$ cat config.mk
export PLATFORM = sky130hd
export DESIGN_NAME = proj3_seq_driver
export DESIGN_NICKNAME = d
export VERILOG_FILES = /design/src/rtl/proj3_pkg.sv /design/src/rtl/proj3_shadow.sv /design/src/rtl/proj3_seq_driver.sv
export SDC_FILE = /design/constraint.sdc
export NUM_CORES = 1
export LEC_CHECK = 0
export ABC_CLOCK_PERIOD_IN_PS = 3300
export BUFFER_PORTS_ARGS = -buffer_cell sky130_fd_sc_hd__buf_4
export CORE_ASPECT_RATIO = 0.5
export CORE_MARGIN = 5
export CORE_UTILIZATION = 25
export CTS_CLUSTER_SIZE = 10
export DETAILED_ROUTE_END_ITERATION = 10
export PLACE_DENSITY = 0.42
export SYNTH_ARGS = -nofsm -noshare
export SYNTH_HDL_FRONTEND = slang
export SYNTH_SLANG_ARGS = --single-unit
$ cat constraint.sdc
create_clock -name clk -period 3.3 [get_ports clk]
set_input_delay 0.33 -clock clk [delete_from_list [all_inputs] [get_ports clk]]
set_output_delay 0.33 -clock clk [all_outputs]
set_load 0.05 [all_outputs]
$ cat src/rtl/proj3_pkg.sv
// Shared types, branch mask and peer-FSM behaviour functions for the Proj_3 sequence driver.
// The same functions serve the RTL shadow and any verification model of the peer.
package proj3_pkg;

    typedef logic [2:0] proj3_state_t;

    typedef enum logic {
        CTRL_IDLE = 1'b0,
        CTRL_SEND = 1'b1
    } ctrl_state_t;

    // Bit i set means the peer consumes the value of a in state i.
    localparam logic [7:0] BRANCH_MASK = 8'b0110_0111;

    function automatic proj3_state_t proj3_next(input proj3_state_t s, input logic a);
        proj3_state_t nxt;
        case (s)
            3'd0:    nxt = a ? 3'd1 : 3'd4;
            3'd1:    nxt = a ? 3'd2 : 3'd3;
            3'd2:    nxt = a ? 3'd3 : 3'd2;
            3'd3:    nxt = 3'd4;
            3'd4:    nxt = 3'd5;
            3'd5:    nxt = a ? 3'd6 : 3'd7;
            3'd6:    nxt = a ? 3'd7 : 3'd6;
            default: nxt = 3'd0;
        endcase
        return nxt;
    endfunction

    function automatic logic proj3_m(input proj3_state_t s, input logic a);
        return (s == 3'd7) | (((s == 3'd2) | (s == 3'd6)) & ~a);
    endfunction

    function automatic logic proj3_n(input proj3_state_t s);
        return (s == 3'd3) | (s == 3'd4);
    endfunction

    function automatic logic proj3_is_branch(input proj3_state_t s);
        return BRANCH_MASK[s];
    endfunction

endpackage

$ cat src/rtl/proj3_shadow.sv
// Cycle-accurate copy of the peer Proj_3 FSM, driven by the same a the peer sees,
// producing the peer's expected m/n outputs.
module proj3_shadow
    import proj3_pkg::*;
(
    input  logic         clk,
    input  logic         rst_n,
    input  logic         a,
    output proj3_state_t state,
    output logic         m_exp,
    output logic         n_exp
);

    always_ff @(posedge clk) begin
        if (!rst_n) state <= 3'd0;
        else        state <= proj3_next(state, a);
    end

    assign m_exp = proj3_m(state, a);
    assign n_exp = proj3_n(state);

endmodule

$ cat src/rtl/proj3_seq_driver.sv
// Bit-serial driver for the peer's a input; spends decision bits only in branching peer states.
// Optional PROJ3_DRV_CHECK_EN adds m_in/n_in inputs and a sticky mismatch flag.
//
// state     | meaning
// CTRL_IDLE | in_ready high, a held 0, waiting for a decision word
// CTRL_SEND | shifting decision bits out whenever the shadow peer branches
module proj3_seq_driver
    import proj3_pkg::*;
#(
    parameter int WORD_W = 8,
    parameter int LEN_W  = $clog2(WORD_W + 1)
) (
    input  logic              clk,
    input  logic              rst_n,
    input  logic              in_valid,
    output logic              in_ready,
    input  logic [WORD_W-1:0] in_data,
    input  logic [LEN_W-1:0]  in_len,
    output logic              a,
    output logic              busy,
    output logic              word_done,
    output logic [2:0]        shadow_state,
    output logic              m_exp,
    output logic              n_exp
`ifdef PROJ3_DRV_CHECK_EN
    ,
    input  logic              m_in,
    input  logic              n_in,
    output logic              mismatch
`endif
);

    ctrl_state_t       ctrl_q, ctrl_d;
    logic [WORD_W-1:0] shreg_q, shreg_d;
    logic [LEN_W-1:0]  count_q, count_d;
    logic              done_q, done_d;
    logic [LEN_W-1:0]  load_len;
    logic              branch;

    assign load_len = (in_len > LEN_W'(WORD_W)) ? LEN_W'(WORD_W) : in_len;
    assign branch   = proj3_is_branch(shadow_state);

    // a comes only from registered state so the peer never sees a path from in_*.
    assign a         = (ctrl_q == CTRL_SEND) & branch & shreg_q[0];
    assign in_ready  = (ctrl_q == CTRL_IDLE);
    assign busy      = (ctrl_q == CTRL_SEND);
    assign word_done = done_q;

    always_ff @(posedge clk) begin
        if (!rst_n) begin
            ctrl_q  <= CTRL_IDLE;
            shreg_q <= '0;
            count_q <= '0;
            done_q  <= 1'b0;
        end else begin
            ctrl_q  <= ctrl_d;
            shreg_q <= shreg_d;
            count_q <= count_d;
            done_q  <= done_d;
        end
    end

    always_comb begin
        ctrl_d  = ctrl_q;
        shreg_d = shreg_q;
        count_d = count_q;
        done_d  = 1'b0;
        case (ctrl_q)
            CTRL_IDLE: begin
                if (in_valid) begin
                    if (in_len != '0) begin
                        shreg_d = in_data;
                        count_d = load_len;
                        ctrl_d  = CTRL_SEND;
                    end else begin
                        done_d = 1'b1;
                    end
                end
            end
            CTRL_SEND: begin
                if (branch) begin
                    shreg_d = shreg_q >> 1;
                    count_d = count_q - LEN_W'(1);
                    if (count_q == LEN_W'(1)) begin
                        ctrl_d = CTRL_IDLE;
                        done_d = 1'b1;
                    end
                end
            end
            default: ctrl_d = CTRL_IDLE;
        endcase
    end

    proj3_shadow u_shadow (
        .clk   (clk),
        .rst_n (rst_n),
        .a     (a),
        .state (shadow_state),
        .m_exp (m_exp),
        .n_exp (n_exp)
    );

`ifdef PROJ3_DRV_CHECK_EN
    always_ff @(posedge clk) begin
        if (!rst_n)                                  mismatch <= 1'b0;
        else if ({m_in, n_in} != {m_exp, n_exp})     mismatch <= 1'b1;
    end
`endif

endmodule

==> impl.org <==
** Cells and area
- Layout cell share with drive strength beyond 1 :: ~31%
- Layout net count :: ~150
- After the flow finishes, the layout carries non-filler instances totaling 183.
- Growth of design area from synthesis to finish :: 22.75%
- Once layout is done, the placed cells without fillers occupy 0.001282 mm2.
- The number of antenna diodes in the final layout is 0.

** Place
- At the end of routability-driven placement, the weighted congestion stood at slightly above 0.7.
- Worst setup slack before clock tree synthesis :: 1.419 ns
- After detailed placement, the design holds a cell count of 180.
- Count of buffers from port buffering :: 23
- Placed standard-cell area :: ~0.0012 mm2
- HPWL reported at the end of detailed placement :: 1.752 mm

** Clock network
- Number of CTS-inserted buffers :: 3
- At the later pin of the worst-skew pair, clock insertion delay measures 0.25 ns.
- Clock buffer depth :: 2
- Worst-path clk slew :: 0.07 ns
- TritonCTS built the clock tree.
- Clock sink count :: 18
- Clk Tree Root Cell :: sky130_fd_sc_hd__clkbuf_8
- Number of buffers inserted for hold repair after clock tree synthesis :: 0
- Number of buffers added for setup after CTS :: 0
- In this run, post-CTS repair resized a total of 0 instances.
- # H-tree levels :: 1

** Timing
- Tightest slew margin relative to the limit :: a little under three fifths
- Count of endpoints failing hold in the final timing report :: 0
- Clock period minus worst slack :: 1.724 ns
- Setup repair after global routing left no endpoint under its margin.
- Timing would allow up to 0.5799 GHz.
- Hold_ws :: 0.3322 ns
- PnR worst setup slack :: 1.576 ns
- Slew at the pin with the worst max-slew slack :: 0.6585 ns
- Post-route clock skew :: 0.005573 ns
- Sum of negative setup slack :: 0 ns
- Setup violations remaining at the end of the flow were counted as 0.
- Of the available clock period, the critical path in the final layout requires 52.25%.
- Final number of max-transition violations :: 0

** Route
- Once detail routing completed, the nets flagged for antenna violations numbered 0.
- After detailed routing, the average wire length per cell comes to 13.24 um.
- The final layout contains routed wiring with a total length of roughly 2.4 mm.
- In this run, the number of DRC markers left after iteration 0 of detailed routing was 30.
- For this run, design rule violations remaining after detail routing come to 0.
- Using the TritonRoute via totals, the vias-per-cell ratio works out to ~4.7.
- Number of search-and-repair iterations in the first detailed-routing pass :: 3
- For this block, the via count after detailed routing is between 800 and 900.

** Global route
- Global routing used roughly an eighth of the available met1 tracks.
- Met3 Track Usage GR :: 3.254%
- Maximum number of pins on one net before global-route repair :: 19
- GRT Total Usage :: 8.975%
- For this run, global-route usage on met2 was measured as 13.57%.
- The total overflow left after global routing is 0.
- Most used routing layer in global routing :: met2
- The number of global-route vias before repair came to 873.
- The first global-routing pass estimated approximately 4.1 mm of wire.
- Number of antenna violations at the first check in global routing :: 0

** Setup path
- Critical path peak fanout :: 13
- The critical path is of the flip-flop to flip-flop type.
- Launch point of the critical path :: busy
- Critical R2R Launch :: busy
- Across all register-to-register paths, the minimum setup slack is 1.58 ns.
- For the worst setup path, the data required time is 3.41 ns.
- In this run the critical register-to-register path is captured at count_q[1].
- Worst Setup End Kind :: flip-flop
- The worst setup path is launched from a flip-flop.
- Data on the critical path arrives at its endpoint at between 1.5 and 2 ns.
- In this run the worst setup path terminates at count_q[1].
- For the worst flop-to-flop path, the logic depth is 3.

** Yosys
- Sequential share of the synthesized area :: 34.49%
- Largest area contributor in the synthesized netlist :: sky130_fd_sc_hd__dfxtp_1
- In the post-synthesis netlist, the biggest area contributors are sky130_fd_sc_hd__dfxtp_1, sky130_fd_sc_hd__a211oi_2, sky130_fd_sc_hd__a211oi_1.
- Post-synthesis net count :: 130
- Yosys warning count :: 0
- Mapped Area :: 0.001045 mm2
- The cell count after synthesis came out at roughly 110.
- The average instance in the mapped netlist occupies 9.328 um2.
- Area share of the largest cell type after synthesis :: between 30% and 40%
- Library cells used by synthesis :: 36
- Number of synthesized register bits :: 18

** Run status
- The run finished with clean final reports.

** Power and ir drop
- The worst-case IR drop observed on VDD is around 0.24 mV.
- Summed over all cells, the static leakage comes to a little over 0.0005 uW.
- Power spread over the standard cell area amounts to 594.8 mW/mm2.

** Die
- Starting density of the core :: 26.36%
- Measured along the x axis, the die boundary spans roughly 100 um.
- The floorplan step defined a die boundary enclosing roughly 0.0057 mm2.
- Vert. Die Dim :: 55.71 um
- The floorplan has 16 rows.
- The total area inside the core boundary comes to 0.003964 mm2.
- IO Pins :: 24

** Job
- MaxCap Viol Count :: 0

** Min path
- In this run the worst hold path is classified as input pin to flip-flop.
-- Yosys cell counts --
cell	n
sky130_fd_sc_hd__nand3b_1	1
sky130_fd_sc_hd__clkinv_1	1
sky130_fd_sc_hd__clkbuf_1	6
sky130_fd_sc_hd__buf_2	2
sky130_fd_sc_hd__a31o_1	1
sky130_fd_sc_hd__a21oi_1	5
sky130_fd_sc_hd__o21ai_0	2
sky130_fd_sc_hd__nor2b_1	1
sky130_fd_sc_hd__ha_1	3
sky130_fd_sc_hd__mux2_2	1
sky130_fd_sc_hd__a211o_1	1
sky130_fd_sc_hd__nand2_1	4
sky130_fd_sc_hd__o21bai_1	1
sky130_fd_sc_hd__o31ai_1	2
sky130_fd_sc_hd__xor2_1	1
sky130_fd_sc_hd__a211oi_1	11
sky130_fd_sc_hd__xnor2_1	1
sky130_fd_sc_hd__or4_4	1
sky130_fd_sc_hd__buf_1	1
sky130_fd_sc_hd__nand3_1	3
sky130_fd_sc_hd__a21o_1	2
sky130_fd_sc_hd__nor3b_1	1
sky130_fd_sc_hd__mux2i_1	8
sky130_fd_sc_hd__a311oi_1	1
sky130_fd_sc_hd__a211oi_2	10
sky130_fd_sc_hd__and2_1	1
sky130_fd_sc_hd__a22oi_1	1
sky130_fd_sc_hd__and3_1	1
sky130_fd_sc_hd__nor2_1	6
sky130_fd_sc_hd__nand2b_1	1
sky130_fd_sc_hd__inv_1	7
sky130_fd_sc_hd__a2bb2oi_1	1
sky130_fd_sc_hd__or4_1	2
sky130_fd_sc_hd__dfxtp_1	18
sky130_fd_sc_hd__o211ai_1	1
sky130_fd_sc_hd__buf_6	2
-- flip-flops by register name (all words and copies together) (netlist names) --
| name | count |
|---|---|
| count_q | 4 |
| word_done | 1 |
| shreg_q | 8 |
| branch | 1 |
| busy | 1 |
| u_shadow.state | 3 |
-- worst max-delay path, stage by stage (launching register included) --
cell and delay, ns:
sky130_fd_sc_hd__dfxtp_1 0.47, sky130_fd_sc_hd__and2_1 0.48, sky130_fd_sc_hd__a21o_1 0.48, sky130_fd_sc_hd__a211oi_2 0.15
-- cell type report --
type	count	area (um2)
Fill cell	421	2681
Tap cell	54	67.56
Clock buffer	3	41.29
Inverter	8	30.03
Multi-Input combinational cell	75	595.6
Timing Repair Buffer	25	187.7
Sequential cell	18	360.3
-- cell usage in the layout, fill, tap and decap left out, types with 2 or more instances in the layout --
cell / count
sky130_fd_sc_hd__or4_1: 2
sky130_fd_sc_hd__a21o_1: 2
sky130_fd_sc_hd__a211oi_2: 10
sky130_fd_sc_hd__nand2_1: 4
sky130_fd_sc_hd__inv_1: 7
sky130_fd_sc_hd__a21oi_1: 5
sky130_fd_sc_hd__clkbuf_8: 3
sky130_fd_sc_hd__nand3_1: 3
sky130_fd_sc_hd__dfxtp_1: 18
sky130_fd_sc_hd__ha_1: 3
sky130_fd_sc_hd__o31ai_1: 2
sky130_fd_sc_hd__o21ai_0: 2
sky130_fd_sc_hd__a211oi_1: 11
sky130_fd_sc_hd__mux2i_1: 8
sky130_fd_sc_hd__buf_4: 25
sky130_fd_sc_hd__nor2_1: 6
-- how the worst min path moves through the flow --
stage	end	slack, ns	cells after the start	startpoint
floorplan	shreg_q[7]	0.48	2	in_data[7]
global placement	shreg_q[7]	0.54	3	shreg_q[7]
detailed placement	shreg_q[7]	0.53	3	shreg_q[7]
CTS	shreg_q[7]	0.33	3	in_data[7]
global route	shreg_q[7]	0.34	3	in_data[7]
finish	shreg_q[7]	0.33	3	in_data[7]
-- cells by family after synthesis --
logic type	Yosys count	share of synthesized area [%]
adders and majority gates	3	3.593
xor gates and xnor gates	2	1.677
AOI/OAI and AO/OA	39	31.62
DFF	18	34.49
muxes	9	8.743
buffers and inverters	19	8.502
and+or+nand+nor	22	11.38
-- through the flow --
| stage | util (%) | power [uW] |
|---|---|---|
| after CTS | 32.35 | 774.5 |
| after global routing | 32.35 | 820.6 |
| after global placement | 31.31 | 621.8 |
| after floorplan | - | 542.7 |
| after detailed placement | 31.31 | 621.0 |
| final | 32.35 | 762.9 |
-- routing by layer --
| metal | up-vias | part of all wire (%) |
|---|---|---|
| met2 | 12 | 45 |
| met3 | 0 | 4.0 |
| met4 | 0 | 0 |
| met1 | 404 | 50 |
| li1 | 445 | - |
| met5 | - | 0 |
-- power by group --
group | switching (uW) | internal, uW | leakage (uW)
registers | 47.0 | 256 | 0.000149
clock network | 70.3 | 81.0 | 0.0000216
logic | 185 | 123 | 0.000334
Power figures use the tool's default switching activity.
